File: config.mk
export PLATFORM = sky130hd
export DESIGN_NAME = wb_arbiter
export DESIGN_NICKNAME = d
export VERILOG_FILES = /design/src/rtl/wb_arb_pkg.sv /design/src/rtl/wb_arb_rr_pick.sv /design/src/rtl/wb_arbiter.sv
export SDC_FILE = /design/constraint.sdc
export NUM_CORES = 1
export LEC_CHECK = 0
export BUFFER_PORTS_ARGS = -buffer_cell sky130_fd_sc_hd__buf_2
export CORE_AREA = 4 4 165 167
export CTS_CLUSTER_DIAMETER = 60
export CTS_CLUSTER_SIZE = 12
export DETAILED_ROUTE_END_ITERATION = 6
export DIE_AREA = 0 0 169 171
export MAX_ROUTING_LAYER = met4
export REMOVE_ABC_BUFFERS = 1
export SYNTH_ARGS = -nofsm -noshare
export SYNTH_HDL_FRONTEND = slang
export SYNTH_HIERARCHICAL = 1
export SYNTH_SLANG_ARGS = --single-unit
File: constraint.sdc
create_clock -name wb_clk_i -period 1.4 [get_ports wb_clk_i]
set_clock_uncertainty 0.2 [all_clocks]
set_input_delay 0.21 -clock wb_clk_i [delete_from_list [all_inputs] [get_ports wb_clk_i]]
set_output_delay 0.21 -clock wb_clk_i [all_outputs]
set_load 0.02 [all_outputs]
File: src/rtl/wb_arb_pkg.sv
`default_nettype none
// ============================================================================
//  Module      : wb_arb_pkg
//  Description : Shared types and widths for the Wishbone round-robin arbiter.
//  Revision    : 1.0  initial release
// ============================================================================
package wb_arb_pkg;

    localparam int WB_ADR_W = 32;
    localparam int WB_DAT_W = 32;
    localparam int WB_SEL_W = 4;
    localparam int WB_CNT_W = 16;

    // IDLE doubles as the re-arbitration slot between owners
    typedef enum logic [0:0] {
        ST_IDLE  = 1'b0,
        ST_OWNED = 1'b1
    } arb_state_t;

endpackage : wb_arb_pkg
`default_nettype wire

File: src/rtl/wb_arb_rr_pick.sv
`default_nettype none
// ============================================================================
//  Module      : wb_arb_rr_pick
//  Description : Combinational round-robin picker. Returns the first
//                requester strictly after i_last_gnt in circular order,
//                using a double-width masked lowest-set-bit search.
//  Revision    : 1.0  initial release
// ============================================================================
module wb_arb_rr_pick
    import wb_arb_pkg::*;
#(
    parameter int NUM_MASTERS = 4,
    parameter int IDX_W       = $clog2(NUM_MASTERS)
) (
    input  logic [NUM_MASTERS-1:0] i_req,
    input  logic [IDX_W-1:0]       i_last_gnt,
    output logic [NUM_MASTERS-1:0] o_gnt,
    output logic                   o_valid
);

    localparam int c_DW = 2 * NUM_MASTERS;

    logic [c_DW-1:0] w_mask;
    logic [c_DW-1:0] w_masked;
    logic [c_DW-1:0] w_first;

    // Mask off everything up to and including the last winner in the lower
    // copy; the upper copy supplies the wrap-around candidates.
    always_comb begin
        w_mask   = {c_DW{1'b1}} << ({1'b0, i_last_gnt} + 1'b1);
        w_masked = {i_req, i_req} & w_mask;
        w_first  = w_masked & (~w_masked + {{(c_DW-1){1'b0}}, 1'b1});
        o_gnt    = w_first[NUM_MASTERS-1:0] | w_first[c_DW-1:NUM_MASTERS];
        o_valid  = |i_req;
    end

endmodule : wb_arb_rr_pick
`default_nettype wire

File: src/rtl/wb_arbiter.sv
`default_nettype none
// ============================================================================
//  Module      : wb_arbiter
//  Description : Round-robin Wishbone arbiter sharing one slave port between
//                NUM_MASTERS masters. A master owns the slave for the whole of
//                its cyc; one idle cycle separates consecutive owners.
//                Optional watchdog compiled in with `WB_ARB_TIMEOUT_EN.
//  Revision    : 1.0  initial release
// ============================================================================
module wb_arbiter
    import wb_arb_pkg::*;
#(
    parameter int NUM_MASTERS = 4,
    parameter int TIMEOUT     = 1023
) (
    input  logic                            wb_clk_i,
    input  logic                            wb_rst_n_i,
    input  logic [NUM_MASTERS-1:0]          wbm_cyc_i,
    input  logic [NUM_MASTERS-1:0]          wbm_stb_i,
    input  logic [NUM_MASTERS-1:0]          wbm_we_i,
    input  logic [WB_SEL_W*NUM_MASTERS-1:0] wbm_sel_i,
    input  logic [WB_ADR_W*NUM_MASTERS-1:0] wbm_adr_i,
    input  logic [WB_DAT_W*NUM_MASTERS-1:0] wbm_dat_i,
    output logic [WB_DAT_W-1:0]             wbm_dat_o,
    output logic [NUM_MASTERS-1:0]          wbm_ack_o,
    output logic [NUM_MASTERS-1:0]          wbm_err_o,
    output logic                            wbs_cyc_o,
    output logic                            wbs_stb_o,
    output logic                            wbs_we_o,
    output logic [WB_SEL_W-1:0]             wbs_sel_o,
    output logic [WB_ADR_W-1:0]             wbs_adr_o,
    output logic [WB_DAT_W-1:0]             wbs_dat_o,
    input  logic [WB_DAT_W-1:0]             wbs_dat_i,
    input  logic                            wbs_ack_i,
    input  logic                            wbs_err_i,
    output logic [NUM_MASTERS-1:0]          gnt_o
);

    localparam int                 c_IDX_W    = $clog2(NUM_MASTERS);
    localparam logic [c_IDX_W-1:0] c_LAST_RST = c_IDX_W'(NUM_MASTERS - 1);

    if (NUM_MASTERS < 2 || NUM_MASTERS > 8) begin : g_bad_num_masters
        $error("wb_arbiter: NUM_MASTERS must be 2..8");
    end
    if (TIMEOUT < 1 || TIMEOUT > 65535) begin : g_bad_timeout
        $error("wb_arbiter: TIMEOUT must be 1..65535");
    end

    arb_state_t             r_state;
    arb_state_t             w_state_nxt;
    logic [NUM_MASTERS-1:0] r_gnt;
    logic [NUM_MASTERS-1:0] w_gnt_nxt;
    logic [c_IDX_W-1:0]     r_last_gnt;
    logic [c_IDX_W-1:0]     w_last_nxt;
    logic [NUM_MASTERS-1:0] w_pick_gnt;
    logic                   w_pick_valid;
    logic [c_IDX_W-1:0]     w_pick_idx;
    logic                   w_own_cyc;
    logic                   w_own_stb;
    logic                   w_timeout;

    wb_arb_rr_pick #(
        .NUM_MASTERS (NUM_MASTERS),
        .IDX_W       (c_IDX_W)
    ) u_pick (
        .i_req      (wbm_cyc_i),
        .i_last_gnt (r_last_gnt),
        .o_gnt      (w_pick_gnt),
        .o_valid    (w_pick_valid)
    );

    // Encode the one-hot pick so last_gnt can be kept as an index
    always_comb begin
        w_pick_idx = '0;
        for (int m = 0; m < NUM_MASTERS; m++) begin
            if (w_pick_gnt[m]) begin
                w_pick_idx = c_IDX_W'(m);
            end
        end
    end

    // AND-OR mux of the granted master; an all-zero grant yields all-zero
    // slave outputs, which is exactly the idle/reset appearance
    always_comb begin
        w_own_cyc = 1'b0;
        w_own_stb = 1'b0;
        wbs_we_o  = 1'b0;
        wbs_sel_o = '0;
        wbs_adr_o = '0;
        wbs_dat_o = '0;
        for (int m = 0; m < NUM_MASTERS; m++) begin
            w_own_cyc = w_own_cyc | (r_gnt[m] & wbm_cyc_i[m]);
            w_own_stb = w_own_stb | (r_gnt[m] & wbm_stb_i[m]);
            wbs_we_o  = wbs_we_o  | (r_gnt[m] & wbm_we_i[m]);
            wbs_sel_o = wbs_sel_o | ({WB_SEL_W{r_gnt[m]}} & wbm_sel_i[WB_SEL_W*m +: WB_SEL_W]);
            wbs_adr_o = wbs_adr_o | ({WB_ADR_W{r_gnt[m]}} & wbm_adr_i[WB_ADR_W*m +: WB_ADR_W]);
            wbs_dat_o = wbs_dat_o | ({WB_DAT_W{r_gnt[m]}} & wbm_dat_i[WB_DAT_W*m +: WB_DAT_W]);
        end
    end

    assign wbs_cyc_o = w_own_cyc;
    // A watchdog expiry withdraws the strobe in the cycle the error is issued
    assign wbs_stb_o = w_own_stb & ~w_timeout;

    // Responses go only to the owner; an abandoned transfer's late ack finds
    // no grant and is dropped
    assign wbm_ack_o = r_gnt & {NUM_MASTERS{wbs_ack_i}};
    assign wbm_err_o = r_gnt & {NUM_MASTERS{wbs_err_i | w_timeout}};
    assign wbm_dat_o = wbs_dat_i;
    assign gnt_o     = r_gnt;

    // Next-state: grab a winner from IDLE, release when the owner drops cyc
    always_comb begin
        w_state_nxt = r_state;
        w_gnt_nxt   = r_gnt;
        w_last_nxt  = r_last_gnt;
        case (r_state)
            ST_IDLE: begin
                if (w_pick_valid) begin
                    w_state_nxt = ST_OWNED;
                    w_gnt_nxt   = w_pick_gnt;
                    w_last_nxt  = w_pick_idx;
                end
            end
            ST_OWNED: begin
                if (!w_own_cyc) begin
                    w_state_nxt = ST_IDLE;
                    w_gnt_nxt   = '0;
                end
            end
            default: begin
                w_state_nxt = ST_IDLE;
                w_gnt_nxt   = '0;
            end
        endcase
    end

    // State, grant and rotation pointer registers
    always_ff @(posedge wb_clk_i or negedge wb_rst_n_i) begin
        if (!wb_rst_n_i) begin
            r_state    <= ST_IDLE;
            r_gnt      <= '0;
            r_last_gnt <= c_LAST_RST;
        end else begin
            r_state    <= w_state_nxt;
            r_gnt      <= w_gnt_nxt;
            r_last_gnt <= w_last_nxt;
        end
    end

`ifdef WB_ARB_TIMEOUT_EN
    localparam logic [WB_CNT_W-1:0] c_TIMEOUT = WB_CNT_W'(TIMEOUT);

    logic [WB_CNT_W-1:0] r_wd_cnt;

    // A real slave response in the expiry cycle takes precedence
    assign w_timeout = (r_state == ST_OWNED) && (r_wd_cnt == c_TIMEOUT)
                     && !wbs_ack_i && !wbs_err_i;

    // Count strobed, unanswered owner cycles
    always_ff @(posedge wb_clk_i or negedge wb_rst_n_i) begin
        if (!wb_rst_n_i) begin
            r_wd_cnt <= '0;
        end else if ((r_state != ST_OWNED) || !w_own_cyc || wbs_ack_i
                     || wbs_err_i || w_timeout) begin
            r_wd_cnt <= '0;
        end else if (wbs_stb_o) begin
            r_wd_cnt <= r_wd_cnt + 1'b1;
        end
    end
`else
    assign w_timeout = 1'b0;
`endif

endmodule : wb_arbiter
`default_nettype wire

==> reports/summary.txt <==
status -> finished with violations
failing checks -> negative setup slack
Area Growth Syn to Fin -> 143%
overall routing resource usage -> 10.1%
Max stage delay cell, worst path -> dfrtp_2
Clock Sink Count -> 7
Die ar. -> 28900 µm²
largest net degree at the start of global routing -> 54
count of filler cells inserted in the layout -> 2828
drt initial violations -> 162
max frequency -> 527 MHz
root buffer cell -> clkbuf_16
R2R setup slack -> -0.17 ns
unrepaired setup endpoints after global routing -> yes
Post-Route Hold Slack -> 0.158 ns
Core Region -> 25800 µm²
crit path time final -> 1.90 ns
most frequent cells in the layout -> buf_2 (315), nand2_1 (78), a22oi_1 (73), a22oi_2 (71), buf_6 (58)
placed cell areas -> 4350 µm²
Critical Path End Type -> output pin
synthesized-area fraction occupied by adder cells -> 0%
Distinct cells, synth -> 21
clock-pin slew on the worst setup and hold paths -> 0.04 ns
WS Path Type -> reg2out
Tcrit/Tclk final -> 135%
drt first pass iters -> 4
layout cell share with drive strength beyond 1 -> 72.7%
commonest non-fill, non-tap cell in the layout -> buf_2
largest family of logic cells by synthesized area -> compound AO/OA/AOI/OAI gates
sequential share of the synthesized area -> 7.99%
gpl congestion -> 0.799
total CTS buffers -> 3
Pins Over Slew Limit -> 0
Ys Warns -> 6
# placed instances -> 996
worst slew pin tran -> 0.460 ns
vias in the first global route -> 4050
Die Width -> 169 µm
final total power -> 8.93 mW
antenna violations before repair -> 3
first-pass GRT wire length -> 22700 µm
Synth area leader -> a22oi_1
IO Port Bufs -> 370
final instance area -> 5400 µm²
Synth Area in Compound Gates -> 54.7%
HP Class -> in2async
vias per cell -> 4.14
DRC viols -> 0
max cap viols -> 0
synthesized instance count -> 335
Critical Path AT -> 1.49 ns
mapped cell area -> 2220 µm²
Yosys reg bits -> 7
final cell count without fillers -> 1019
Crit Path Max Fanout -> 48
wire per inst -> 16.9 µm
die height -> 171 µm
Setup Viol. Count Final -> 90
drt total wl -> 17200 µm
CTS Buffer Depth -> 2
Ports -> 435
Detailed Place HPWL -> 12700 µm
relative slew slack -> 69.2%
slowest stage delay, CP -> 0.44 ns
DR vias -> 4218
leak pwr -> 2.72 nW
starting density of the core -> 8.63%
H-Tree Level Count -> 1
final hold vios -> 0
CTS tree -> built
top cells by area, synth -> a22oi_1 (49%), buf_4 (13%), nand2_1 (13%), dfrtp_1 (5.6%), buf_2 (4.9%)
pre-CTS setup slack -> -0.353 ns
post-route worst setup slack -> -0.496 ns
NumNets Final -> 1002
Max rail drop VDD -> 0.000702 V
Post-Synth Simple-Gate Area -> 18.0%
syn_area_per_cell -> 6.64 µm²
Synth top area share -> 48.6%
Synth Area in XOR/XNOR -> 0%
ANT nets after route -> 0
post-synthesis mux area share -> 0%
critical path required time -> 0.99 ns
Power Density -> 1650 nW/µm²
Worst Setup Start Kind -> flip-flop
# rows -> 59
grt ovf -> 0
clock latency on the worst-skew pair -> 0.23 ns
crit path cell chain -> buf_12, a22oi_2, nand2_1, buf_6
[cell type report]
type / instances / area (µm²) / area share (%)
antenna: 3 / 7.51 / 0.139
timing repair buffer: 406 / 2710 / 50.1
sequential: 7 / 183 / 3.38
clock buffer: 4 / 78.8 / 1.46
inverter: 3 / 11.3 / 0.209
multi-input combinational: 261 / 2000 / 37.0
tap: 335 / 419 / 7.76
[sequential cells by signal, summed over array words and instances, names as in the netlist]
name and flops:
r_state 1, r_last_gnt 2, gnt_o 4
[critical path, delay by kind of cell (launching register included)]
family / cells / cell delay [ns]
buf+inv: 2 / 0.33
simple gates: 1 / 0.14
flops: 1 / 0.44
compound gates: 1 / 0.31
[where the power goes]
| group | internal (mW) | switching [mW] | total [mW] |
|---|---|---|---|
| combinational | 3.71 | 4.29 | 8.00 |
| clock | 0.379 | 0.114 | 0.494 |
| sequential | 0.307 | 0.133 | 0.440 |
| total | 4.40 | 4.54 | 8.93 |
[path summary, 6_finish.rpt]
check	start	depth (start not counted)	endpoint
max	gnt_o[0]	4	wbs_adr_o[13]
max reg2reg	gnt_o[0]	6	gnt_o[0]
max in group asynchronous	wb_rst_n_i	2	r_last_gnt[0]
min in group wb_clk_i	wbs_dat_i[19]	0	wbm_dat_o[19]
min	wb_rst_n_i	2	gnt_o[3]
min reg2reg	r_state	1	r_state
[kinds of logic (layout without fill, tap and decap cells)]
group | count (synthesis) | after routing
AO/OA/AOI/OAI | 163 | 163
AND/OR/NAND/NOR | 98 | 98
buffers and inverters | 67 | 413
flip-flops | 7 | 7
other | 0 | 3
[Yosys cell counts]
master,count
a22o_1,1
o221a_2,1
o21ai_0,3
a21oi_1,5
a22oi_1,144
o21a_1,2
o21ai_1,4
buf_4,40
nand2b_1,2
clkbuf_1,2
a21o_1,2
inv_1,3
and2_1,8
dfstp_2,2
a221oi_4,1
dfrtp_1,5
and3_1,1
nor2_1,5
nand2_1,80
buf_2,22
nor2b_1,2
[through the flow]
stage	setup TNS [ns]	utilization, %
floorplan	-87.69	-
global placement	-7.91	16.9
detailed placement	-8.56	16.9
CTS	-30.34	19.4
global route	-34.42	21.0
finish	-29.50	21.0
[metal layers]
metal / routed length [µm] / part of all wire (%) / GRT usage, % / up-vias
met1: 6130 / 36 / 11.0 / 1949
met3: 1800 / 10 / 3.42 / 23
met2: 8960 / 52 / 17.8 / 289
met5: 0 / 0 / - / -
met4: 289 / 1.7 / 2.84 / 0
li1: - / - / - / 1957
[timing repair]
item | CTS | global route
resized for setup | 107 | 104
gates cloned | 4 | 1
hold buffers | 1 | 0
hold endpoints to repair | 7 | 0
pin swaps | 33 | 27
endpoints found under the setup margin | 90 | 90
setup buffers | 9 | 3
No activity file was read; power rests on OpenSTA's default activity.
